--- src/rtl/rom_loader.sv ---
// rom_loader: ROM download path between data_io and sdram.
//
// Packs the ioctl byte stream (index 0) into 16-bit word writes. Words in the
// CPU region (addr[23:16]==0) go to port1; words in the graphics region
// (addr[23:16]==1) go to port2 with GFX_OFFSET subtracted from the word
// address. Any other address is discarded. Words wait in a small FIFO and are
// issued one at a time over the sdram toggle req/ack handshake.
//
// Ports:
//   clk_sys, reset            system clock, synchronous active-high reset
//   ioctl_downl/wr/index/     data_io download interface (wr is a level strobe,
//   ioctl_addr/dout           a rising edge marks a new byte)
//   port1_req/ack/a/ds/d      sdram port for the CPU region
//   port2_req/ack/a/ds/d      sdram port for the graphics region
//   busy                      download active, FIFO non-empty or request out
//   rom_loaded                sticky, full image committed
//   ovf                       sticky, byte dropped on a full FIFO
//   checksum                  only with LOADER_CHECKSUM_EN: 16-bit wrapping sum
//                             of accepted bytes of the current download
//
// Optional feature macro: LOADER_CHECKSUM_EN
module rom_loader #(
  parameter int unsigned FIFO_DEPTH = 4,
  parameter logic [22:0] GFX_OFFSET = 23'h8000
) (
  input  logic        clk_sys,
  input  logic        reset,
  input  logic        ioctl_downl,
  input  logic        ioctl_wr,
  input  logic [7:0]  ioctl_index,
  input  logic [24:0] ioctl_addr,
  input  logic [7:0]  ioctl_dout,
  output logic        port1_req,
  input  logic        port1_ack,
  output logic [22:0] port1_a,
  output logic [1:0]  port1_ds,
  output logic [15:0] port1_d,
  output logic        port2_req,
  input  logic        port2_ack,
  output logic [22:0] port2_a,
  output logic [1:0]  port2_ds,
  output logic [15:0] port2_d,
  output logic        busy,
  output logic        rom_loaded,
  output logic        ovf
`ifdef LOADER_CHECKSUM_EN
  ,
  output logic [15:0] checksum
`endif
);

  localparam int unsigned AW = $clog2(FIFO_DEPTH);

  typedef struct packed {
    logic        port;  // 0 = port1, 1 = port2
    logic [22:0] a;
    logic [1:0]  ds;
    logic [15:0] d;
  } entry_t;

  typedef enum logic {S_IDLE, S_WAIT} state_t;

  // Edge detection and byte capture
  logic        wr_q, downl_q;
  logic        downl_rise, downl_fall, byte_stb;
  logic        cap_v;
  logic [23:0] cap_addr;
  logic [7:0]  cap_d;

  // Packer: one pending low byte
  logic        pend_v;
  logic [22:0] pend_pa;
  logic [7:0]  pend_lo;
  logic        end_flush;
  logic        dl_seen;

  logic unused_addr_msb;
  assign unused_addr_msb = ioctl_addr[24];

  assign downl_rise = ioctl_downl & ~downl_q;
  assign downl_fall = ~ioctl_downl & downl_q;
  assign byte_stb   = ioctl_wr & ~wr_q & ioctl_downl & (ioctl_index == 8'd0);

  // Word produced by the packer this cycle, before region decode.
  logic        emit;
  logic [22:0] emit_pa;
  logic [1:0]  emit_ds;
  logic [15:0] emit_d;

  always_comb begin
    // NOTE: every output of a combinational block gets a default first so no
    // path leaves it unassigned and no latch is inferred.
    emit    = 1'b0;
    emit_pa = pend_pa;
    emit_ds = 2'b01;
    emit_d  = {8'h00, pend_lo};
    if (cap_v) begin
      if (cap_addr[0] && pend_v && (pend_pa == cap_addr[23:1])) begin
        emit    = 1'b1;
        emit_ds = 2'b11;
        emit_d  = {cap_d, pend_lo};
      end else if (pend_v) begin
        emit = 1'b1;  // flush the pending low byte first
      end else if (cap_addr[0]) begin
        emit    = 1'b1;
        emit_pa = cap_addr[23:1];
        emit_ds = 2'b10;
        emit_d  = {cap_d, 8'h00};
      end
    end else if (end_flush && pend_v) begin
      emit = 1'b1;
    end
  end

  // Region decode: word address bits [22:15] are byte address bits [23:16].
  entry_t push_e;
  logic   push;
  assign push        = emit && (emit_pa[22:16] == 7'd0);
  assign push_e.port = emit_pa[15];
  assign push_e.a    = emit_pa[15] ? (emit_pa - GFX_OFFSET) : emit_pa;
  assign push_e.ds   = emit_ds;
  assign push_e.d    = emit_d;

  // FIFO
  entry_t      mem [FIFO_DEPTH];
  logic [AW:0] wptr, rptr;
  logic        empty, full, pop, push_ok;
  entry_t      head;

  state_t state;
  logic   sel;

  assign empty   = (wptr == rptr);
  assign full    = (wptr[AW] != rptr[AW]) && (wptr[AW-1:0] == rptr[AW-1:0]);
  assign pop     = (state == S_WAIT) &&
                   (sel ? (port2_ack == port2_req) : (port1_ack == port1_req));
  assign push_ok = push && (!full || pop);
  assign head    = mem[rptr[AW-1:0]];
  assign busy    = ioctl_downl | ~empty | (state == S_WAIT);

  // NOTE: the FIFO storage has no reset; the pointers alone define which
  // entries are valid, so clearing the array would only cost logic.
  always_ff @(posedge clk_sys) begin
    if (push_ok) mem[wptr[AW-1:0]] <= push_e;
  end

  // NOTE: all sequential state uses non-blocking assignments so every
  // register samples pre-edge values regardless of statement order.
  always_ff @(posedge clk_sys) begin
    if (reset) begin
      wr_q       <= 1'b0;
      downl_q    <= 1'b0;
      cap_v      <= 1'b0;
      cap_addr   <= '0;
      cap_d      <= '0;
      pend_v     <= 1'b0;
      pend_pa    <= '0;
      pend_lo    <= '0;
      end_flush  <= 1'b0;
      dl_seen    <= 1'b0;
      wptr       <= '0;
      rptr       <= '0;
      ovf        <= 1'b0;
      rom_loaded <= 1'b0;
    end else begin
      wr_q    <= ioctl_wr;
      downl_q <= ioctl_downl;

      if (cap_v) begin
        if (!cap_addr[0]) begin
          pend_v  <= 1'b1;
          pend_pa <= cap_addr[23:1];
          pend_lo <= cap_d;
          cap_v   <= 1'b0;
        end else if (pend_v && (pend_pa == cap_addr[23:1])) begin
          pend_v <= 1'b0;
          cap_v  <= 1'b0;
        end else if (pend_v) begin
          // Flush went out this cycle; the odd byte is retried next cycle
          // against an empty packer.
          pend_v <= 1'b0;
        end else begin
          cap_v <= 1'b0;
        end
      end else if (end_flush) begin
        pend_v    <= 1'b0;
        end_flush <= 1'b0;
      end
      if (downl_fall) end_flush <= 1'b1;
      if (byte_stb) begin
        cap_v    <= 1'b1;
        cap_addr <= ioctl_addr[23:0];
        cap_d    <= ioctl_dout;
      end

      if (ioctl_downl && (ioctl_index == 8'd0)) dl_seen <= 1'b1;

      if (push_ok) wptr <= wptr + 1'b1;
      if (pop)     rptr <= rptr + 1'b1;

      if (downl_rise)                 ovf <= 1'b0;
      else if (push && full && !pop)  ovf <= 1'b1;

      if (dl_seen && !ioctl_downl && empty && !pend_v && !cap_v &&
          !end_flush && (state == S_IDLE))
        rom_loaded <= 1'b1;
    end
  end

  // Issuer FSM: one outstanding request, outputs held until the pop.
  always_ff @(posedge clk_sys) begin
    if (reset) begin
      state     <= S_IDLE;
      sel       <= 1'b0;
      port1_req <= 1'b0;
      port1_a   <= '0;
      port1_ds  <= '0;
      port1_d   <= '0;
      port2_req <= 1'b0;
      port2_a   <= '0;
      port2_ds  <= '0;
      port2_d   <= '0;
    end else begin
      case (state)
        S_IDLE: if (!empty) begin
          if (head.port) begin
            port2_a   <= head.a;
            port2_ds  <= head.ds;
            port2_d   <= head.d;
            port2_req <= ~port2_req;
          end else begin
            port1_a   <= head.a;
            port1_ds  <= head.ds;
            port1_d   <= head.d;
            port1_req <= ~port1_req;
          end
          sel   <= head.port;
          state <= S_WAIT;
        end
        S_WAIT: if (pop) state <= S_IDLE;
        default: state <= S_IDLE;
      endcase
    end
  end

`ifdef LOADER_CHECKSUM_EN
  always_ff @(posedge clk_sys) begin
    if (reset)           checksum <= '0;
    else if (downl_rise) checksum <= byte_stb ? {8'h00, ioctl_dout} : 16'h0000;
    else if (byte_stb)   checksum <= checksum + {8'h00, ioctl_dout};
  end
`endif

endmodule

--- config.mk ---
export PLATFORM = sky130hd
export DESIGN_NAME = rom_loader
export DESIGN_NICKNAME = d
export VERILOG_FILES = /design/src/rtl/rom_loader.sv
export SDC_FILE = /design/constraint.sdc
export NUM_CORES = 1
export LEC_CHECK = 0
export BUFFER_PORTS_ARGS = -buffer_cell sky130_fd_sc_hd__buf_2
export CORE_MARGIN = 2
export CORE_UTILIZATION = 55
export DETAILED_ROUTE_END_ITERATION = 10
export PLACE_DENSITY = 0.84
export SLEW_MARGIN = 20
export SYNTH_ARGS = -nofsm -noshare
export SYNTH_HDL_FRONTEND = slang
export SYNTH_SLANG_ARGS = --single-unit
--- constraint.sdc ---
create_clock -name clk_sys -period 3.33 [get_ports clk_sys]
set_input_delay 0.666 -clock clk_sys [delete_from_list [all_inputs] [get_ports clk_sys]]
set_output_delay 0.666 -clock clk_sys [all_outputs]
set_load 0.05 [all_outputs]
; ---- Yosys cells after proc, flatten, opt, wreduce, memory -nomap -nowiden
; Memory sizes are Yosys's and may differ from the RTL's. A register that Yosys moved wholly into a read port is not among the register bits.
; Index checks and enable logic that the tools add are counted.
[word_totals]
register_bits = 163
latchBits = 0
mem_bits_rw = 168
rom_bits = 0
inputBits = 47
output_inout_bits = 87
memories = 1
[mem_list]
columns = name, depth, word_bits, read_ports, rd_ports_with_merged_regs, write_ports, line_no
row1 = mem, 4, 42, 1, 1, 1, 125  ; entry_t mem [FIFO_DEPTH];
[classes]
add_sub_neg = 3
multipliers = 0
div = 0
n_lt_le_gt_ge = 0
eq_ne = 7
shifts = 0
muxes = 36
n_bitwise = 16
reduce_logical = 32
[ops]
columns = cell, count
row1 = 23-bit two-way mux, 5
row2 = 16-bit two-way mux, 4
row3 = 23-bit equality test, 1
row4 = "23-bit by 16-bit subtractor with 23-bit output, second input constant", 1
row5 = 1-bit two-way mux, 20
row6 = 1-bit logical AND, 17
row7 = 2-bit two-way mux, 6
row8 = 1-bit inverter, 9
row9 = 8-bit zero test, 1
row10 = 7-bit zero test, 1
row11 = "3-bit by 1-bit adder with 3-bit output, second input constant", 2
row12 = 1-bit zero test, 6
row13 = 3-bit AND reduction, 2
row14 = 1-bit AND, 5
row15 = 2-bit AND reduction, 2
row16 = 3-bit equality test, 1
row17 = 1-bit equality test, 2
row18 = 2-bit equality test, 1
row19 = "2-bit != test, second input constant", 1
row20 = 1-bit OR, 2
row21 = 1-bit one-hot mux with 2 select lines, 1
row22 = 2-bit nonzero test, 1
row23 = 2-bit OR reduction, 1
row24 = 1-bit logical OR, 1
row25 = 1-bit != test, 1

; ---- Longest topological paths before layout
; Gate-level depths: netlist of the first run.
[depth]
word_depth = 9
ltp_mapped = 7
depth_no_buf = 5

; ---- Worst setup path before layout of the first run
; Ideal clock, no wire load.
[synth_timing]
path_type = reg-to-reg
startpoint = register cap_addr[19]
endpoint = memory mem[0][0] in the netlist's numbering, enable pin
t_arrival_ns = 2.285
t_required_ns = 2.950
path_slack_ns = 0.665
path_stages_with_launch = 5
path_buffers = 0
cell_sequence = dfxtp_1 -> or4_1 -> or4_4 -> a221oi_4 -> and2_2
[synth_between]
elab_chain_len = 9
word_cells_on_any_way = 13
[synth_rtl]
columns = item, line_no
row1 = "start, declared", 67  ; logic [23:0] cap_addr;
row2 = "start signal, assigned", 192  ; cap_addr <= ioctl_addr[23:0];
row3 = 23-bit equality test or 23-bit two-way mux (tied branches), "98, 104"
row4 = 1-bit logical AND or 23-bit two-way mux (tied branches), "98, 102"
row5 = 23-bit two-way mux, 98  ; if (cap_addr[0] && pend_v && (pend_pa == cap_addr[23:1])) begin
row6 = 23-bit two-way mux, 97  ; if (cap_v) begin
row7 = 7-bit zero test, 118  ; assign push = emit && (emit_pa[22:16] == 7'd0);
row8 = 1-bit logical AND *, 118
row9 = 1-bit logical AND *, 137  ; assign push_ok = push && (!full || pop);
row10 = 1-bit two-way mux *, 144  ; if (push_ok) mem[wptr[AW-1:0]] <= push_e;
row11 = 1-bit two-way mux (implied by the code) *, 144
row12 = "end, declared", 125
; Mark *: on every way between the ends. The rest lies on a longest branch, timed or not.

; ---- Worst setup path in the final report of the first run
[layout_timing]
startpoint = register wptr[0]
endpoint = output busy
[layout_between]
elab_chain_len = 4
[layout_rtl]
columns = item, line_no
row1 = "start, declared", 126  ; logic [AW:0] wptr, rptr;
row2 = "start signal, assigned", 198  ; if (push_ok) wptr <= wptr + 1'b1;
row3 = 3-bit equality test, 133  ; assign empty = (wptr == rptr);
row4 = 1-bit inverter (no line), -
row5 = 1-bit OR (2 in series), 139  ; assign busy = ioctl_downl | ~empty | (state == S_WAIT);
row6 = "end, declared", 43  ; output logic busy,
; No other way between the ends.

==> results of run 1 <==
-- through the flow --
stage | util | instance area (um2) | cells
after global routing | 0.656 | 14400 | 1461
after global placement | 0.611 | 13400 | 1404
after floorplan | - | 12400 | 1036
after CTS | 0.656 | 14400 | 1461
after detailed placement | 0.611 | 13400 | 1404
final | 0.656 | 14400 | 1461
-- final cells by class --
class,count,area [um2]
Clock buffer,47,906
Inverter,5,18.8
Multi-Input combinational cell,637,3970
Tap cell,280,350
Timing Repair Buffer,155,891
Clock inverter,10,77.6
Sequential cell,327,8190
Fill cell,1538,7560
-- power breakdown --
| group | switching [uW] | internal, uW |
|---|---|---|
| logic | 57.3 | 27.7 |
| registers | 1.43 | 4190 |
| clock network | 1440 | 1940 |
| total | 1500 | 6160 |
-- registers in the layout, indices dropped and copies added (netlist names), 2 cells and up, named ones only --
name / cells
pend_lo: 8
port1_a: 22
pend_pa: 23
cap_d: 8
port2_a: 22
port1_ds: 2
wptr: 3
mem: 164
rptr: 3
port2_ds: 2
port1_d: 16
port2_d: 16
cap_addr: 24
-- worst reg2reg max path, cell delays in order (launching register included) --
cell and delay [ns]:
dfxtp_1 0.36, or4_1 0.54, or4_4 0.46, a221oi_4 0.40, and2_2 0.56, buf_12 0.23
-- how the worst min path moves through the flow --
stage	from	endpoint	slack, ns	depth (start not counted)
4_1_cts	ioctl_addr[3]	cap_addr[3]	0.34	3
6_report	ioctl_dout[5]	cap_d[5]	0.36	3
2_1_floorplan	dl_seen	dl_seen	0.42	2
5_1_grt	ioctl_dout[5]	cap_d[5]	0.35	3
3_5_place_dp	pend_lo[3]	pend_lo[3]	0.44	2
3_3_place_gp	port2_d[15]	port2_d[15]	0.44	2
-- kinds of logic after synthesis --
logic type / Yosys count
fa+ha+maj: 5
xor+xnor: 33
mux: 66
other cells: 1
buf+inv: 72
compound gates: 161
simple gates: 370
flops: 327
-- per-layer routing --
layer  wire, um  share of wire  vias to the layer above
li1           -              -                     3848
met1      11500           0.41                     4072
met2      13800           0.50                      304
met3       1680          0.060                       51
met4        769          0.028                        0
met5          0              0                        -
-- synth_stat cells, drive strengths merged (4+ instances only) --
library cell and count:
a21oi 150, and2 14, buf 6, clkbuf 61, dfxtp 163, edfxtp 164, ha 5, inv 5
mux2 23, mux4 41, nand2 298, nand4 6, nor2 26, nor2b 5, nor4 4, xnor2 27
xor2 6
==> results.sh, run 1 <==
export IMPL_yosys_top_cells_area="edfxtp_1 40%, dfxtp_1 26%, nand2_1 9.0%"
export IMPL_synth_top_area_share=0.397
export IMPL_grtUsageMet1=0.311
export IMPL_vias=8275
export IMPL_cts_root_buffer="clkbuf_16"
export IMPL_wirelength_um=27700
export IMPL_max_clock_path_buffers=3
export IMPL_synth_flop_cell="edfxtp_1"
export IMPL_critPathSlowestCell="nor3b_2"
export IMPL_syn_inst=1035
export IMPL_grt_use_total=0.231
export IMPL_antenna_found_initial=0
export IMPL_start_util=0.565
export IMPL_numCtsBuffers=31
export IMPL_path_buf_inv=1
export IMPL_layout_commonest_cell="nand2_1"
export IMPL_grt_max_degree=66
export IMPL_crit_start="wptr[0]"
export IMPL_period_needed_ns=2.92
export IMPL_post_cts_buffers=0
export IMPL_worst_setup_path_start_kind="flop"
export IMPL_rows=54
export IMPL_routedWlPerCell_um=19.0
export IMPL_slowest_delay_ns=0.55
export IMPL_timing_setup_tns_ns=0
export IMPL_p_leak_uw=0.00497
export IMPL_num_io_pins=134
export IMPL_worst_pin_slew_ns=1.08
export IMPL_path_class="flop to primary output"
export IMPL_synth_top_family_by_area="simple AND/OR/NAND/NOR gates"
export IMPL_grtUsageMet3=0.0308
export IMPL_drtIter0Drc=641
export IMPL_grt_ovfl_total=0
export IMPL_core_um2=22000
export IMPL_synthArstFlopShare=0
export IMPL_dp_hpwl_um=17100
export IMPL_firstDrtPassIters=5
export IMPL_die_width_um=154
export IMPL_die_height_um=154
export IMPL_crit_path_max_fanout=8
export IMPL_synth_ff_latch_count=327
export IMPL_path_clk_slew_ns=0.06
export IMPL_cts_hold_buffers_added=0
export IMPL_synth_compound_area_frac=0.0688
export IMPL_setup_viol_count_final=0
export IMPL_synth_mux_area_frac=0.0969
export IMPL_r2r_start="cap_addr[19]"
export IMPL_whs_ns=0.361
export IMPL_grt_pass1_wl_um=43200
export IMPL_grt_pass1_vias=8058
export IMPL_syn_avg_cell_area_um2=12.0
export IMPL_rsz0062_at_grt="no"
export IMPL_design_die_area_um2=23800
export IMPL_power_density_nw_per_um2=532
export IMPL_crit_family="simple AND/OR/NAND/NOR gates"
export IMPL_reg2reg_depth=5
export IMPL_synthToLayoutAreaGrowth_pct=16.1
export IMPL_total_power_uw=7660
export IMPL_clock_sinks=327
export IMPL_worstPathArrival_ns=2.25
export IMPL_drv_cap=0
export IMPL_crit_cells=4
export IMPL_drc_errors=0
export IMPL_synth_xor_area_share=0.0233
export IMPL_min_period_over_period=0.876
export IMPL_ys_seq_area_frac=0.660
export IMPL_drive_gt1_frac=0.238
export IMPL_layout_nets=1209
export IMPL_synth_largest_area_cell="edfxtp_1"
export IMPL_reg2reg_to="mem[2][28]"
export IMPL_cts_tree="done"
export IMPL_worstPathCellList="xor2_1 -> nor3b_2 -> nand2_1 -> buf_2"
export IMPL_clock_fmax_mhz=343
export IMPL_place_port_buffers=130
export IMPL_viasPerCell=5.66
export IMPL_slew_violations=0
export IMPL_met2_usage=0.397
export IMPL_synth_cell_area_um2=12400
export IMPL_postRouteAntennaNets=0
export IMPL_layout_setup_ws_ns=0.411
export IMPL_place_gp_congestion=0.803
export IMPL_synth_fa_ha_area_frac=0.00504
export IMPL_layout_common_cells="298 x nand2_1, 164 x edfxtp_1, 161 x dfxtp_1"
export IMPL_cp_required_ns=2.66
export IMPL_clock_latency_ns=0.55
export IMPL_synth_edf_count=164
export IMPL_fin_skew_ns=0.0181
export IMPL_ys_types=42
export IMPL_hold_violations=0
export IMPL_cp_end_kind="primary output"
export IMPL_cts_max_level=1
export IMPL_status="finished, final reports clean"
export IMPL_worstHoldPathType="primary input to flop"
export IMPL_pre_cts_slack_ns=0.517
export IMPL_antenna_cells=0
export IMPL_relSlewSlack=0.280
export IMPL_crit_path_end="busy"
export IMPL_yosys_warnings=0
export IMPL_r2r_slack_ns=0.46
export IMPL_grt_busiest_layer="met2"
export IMPL_vdd_ir_drop_worst_mv=0.313
export IMPL_post_cts_resized=0
export IMPL_synth_simple_area_share=0.123
(Power assumes the default switching activity.)
==> run 2, diff against run 1 <==
==> constraint.sdc (replaced) <==
create_clock -name clk_sys -period 3.33 [get_ports clk_sys]
set_input_delay 0.333 -clock clk_sys [delete_from_list [all_inputs] [get_ports clk_sys]]
set_output_delay 0.333 -clock clk_sys [all_outputs]
set_load 0.05 [all_outputs]
==> run 2 against run 1 <==
Against the previous run: via count is 0.37% lower; non-clock buffer count is 2 lower; clock power is 17% higher; register-to-register slack better by 0.03 ns; critical path type is now flop to flop; critical endpoint is now mem[0][9].
==> results.sh, run 2 (synthesized netlist as in run 1, its figures left out) <==
export IMPL_reg2reg_depth=5
export IMPL_wl_met2_um=13600
export IMPL_vias=8244
export IMPL_slew_violations=0
export IMPL_worstPathArrival_ns=3.10
export IMPL_reg2reg_to="mem[0][9]"
export IMPL_num_io_pins=134
export IMPL_post_cts_buffers=0
export IMPL_r2r_slack_ns=0.49
export IMPL_drive_gt1_frac=0.239
export IMPL_grt_ovfl_total=0
export IMPL_wl_met1_um=11300
export IMPL_drc_errors=0
export IMPL_worst_setup_path_start_kind="flop"
export IMPL_cp_required_ns=3.58
export IMPL_start_util=0.565
export IMPL_status="finished, final reports clean"
export IMPL_numCtsBuffers=31
export IMPL_final_util=0.664
export IMPL_clock_fmax_mhz=352
export IMPL_dp_hpwl_um=16800
export IMPL_vdd_ir_drop_worst_mv=0.418
export IMPL_crit_start="cap_addr[19]"
export IMPL_layout_nets=1207
export IMPL_viasPerCell=5.65
export IMPL_hold_violations=0
export IMPL_drtIter0Drc=543
export IMPL_slowest_delay_ns=0.56
export IMPL_place_port_buffers=130
export IMPL_design_die_area_um2=23800
export IMPL_wl_met3_um=1800
export IMPL_die_height_um=154
export IMPL_min_period_over_period=0.854
export IMPL_p_leak_uw=0.00505
export IMPL_setup_viol_count_final=0
export IMPL_rows=54
export IMPL_critPathSlowestCell="or4_1"
export IMPL_cts_root_buffer="clkbuf_16"
export IMPL_grt_max_degree=68
export IMPL_path_clk_slew_ns=0.06
export IMPL_cp_end_kind="flop"
export IMPL_firstDrtPassIters=5
export IMPL_worstHoldPathType="primary input to flop"
export IMPL_synthToLayoutAreaGrowth_pct=17.6
export IMPL_place_gp_congestion=0.813
export IMPL_antenna_found_initial=0
export IMPL_postRouteAntennaNets=0
export IMPL_clock_latency_ns=0.56
export IMPL_layout_cells_non_filler=1460
export IMPL_die_width_um=154
export IMPL_cts_tree="done"
export IMPL_wirelength_um=27700
export IMPL_relSlewSlack=0.300
export IMPL_layout_commonest_cell="nand2_1"
export IMPL_cts_hold_buffers_added=4
export IMPL_fin_skew_ns=0.0167
export IMPL_worst_pin_slew_ns=1.05
export IMPL_routed_top_layer="met4"
export IMPL_drv_cap=0
export IMPL_cts_max_level=1
export IMPL_antenna_cells=0
export IMPL_r2r_start="cap_addr[19]"
export IMPL_worstPathCellList="or4_1 -> or4_4 -> a221oi_4 -> and2_2 -> buf_12"
export IMPL_max_clock_path_buffers=3
export IMPL_clock_sinks=327
export IMPL_dp_cells=1398
export IMPL_grt_use_total=0.232
export IMPL_routedWlPerCell_um=19.0
export IMPL_largest_reg_flops=164
export IMPL_path_class="flop to flop"
export IMPL_timing_setup_tns_ns=0
export IMPL_layout_common_cells="298 x nand2_1, 164 x edfxtp_1, 161 x dfxtp_1"
export IMPL_grt_pass1_wl_um=43100
export IMPL_crit_path_max_fanout=19
export IMPL_core_um2=22000
export IMPL_grt_pass1_vias=8092
export IMPL_post_cts_resized=0
export IMPL_hold_start="ioctl_addr[15]"
export IMPL_rsz0062_at_grt="no"
export IMPL_power_density_nw_per_um2=564
export IMPL_period_needed_ns=2.84
export IMPL_crit_path_end="mem[0][9]"
[run 2: area by class of cell]
class                   count  area, um2
clock buffers              39        836
clock inverters            19        332
fillers                  1509       7370
inverters                   5       18.8
multi-input cells         637       3960
flip-flops and latches    327       8190
well taps                 280        350
repair buffers            153        898
[run 2: where the power goes]
part	internal, uW	total [uW]	switching (uW)
sequential	4190	4190	1.58
clock	2480	3950	1470
combinational	30.9	88.8	57.9
total	6690	8230	1530
[run 2: how the worst min path moves through the flow]
stage	to	slack, ns	cells after the start
6_report	cap_addr[15]	0.01	3
3_3_place_gp	pend_lo[5]	0.44	2
5_1_grt	cap_d[4]	0.01	3
3_5_place_dp	port2_ds[1]	0.44	2
2_1_floorplan	dl_seen	0.42	2
4_1_cts	cap_addr[15]	0.00001	3
[run 2: metal layers]
metal / vias to the layer above / global-route usage
met5: - / 0
met4: 0 / 0.102
met3: 73 / 0.0297
met2: 351 / 0.398
met1: 3974 / 0.298
li1: 3846 / -
[run 2: through the flow]
stage	power (uW)	setup WS (ns)	hold WS (ns)	instance area (um2)
2_1_floorplan	4320	0.665	0.421	12400
3_3_place_gp	4360	0.583	0.438	13400
3_5_place_dp	4360	0.516	0.443	13400
4_1_cts	8280	0.484	0.0000114	14600
5_1_grt	8410	0.405	0.0137	14600
6_report	8230	0.487	0.0135	14600
[run 2: critical path: cells and delay by family (launching register included)]
kind	cells	cell delay (ns)
flip-flops	1	0.36
AO/OA/AOI/OAI	1	0.42
AND/OR/NAND/NOR	3	1.51
buffers and inverters	1	0.23
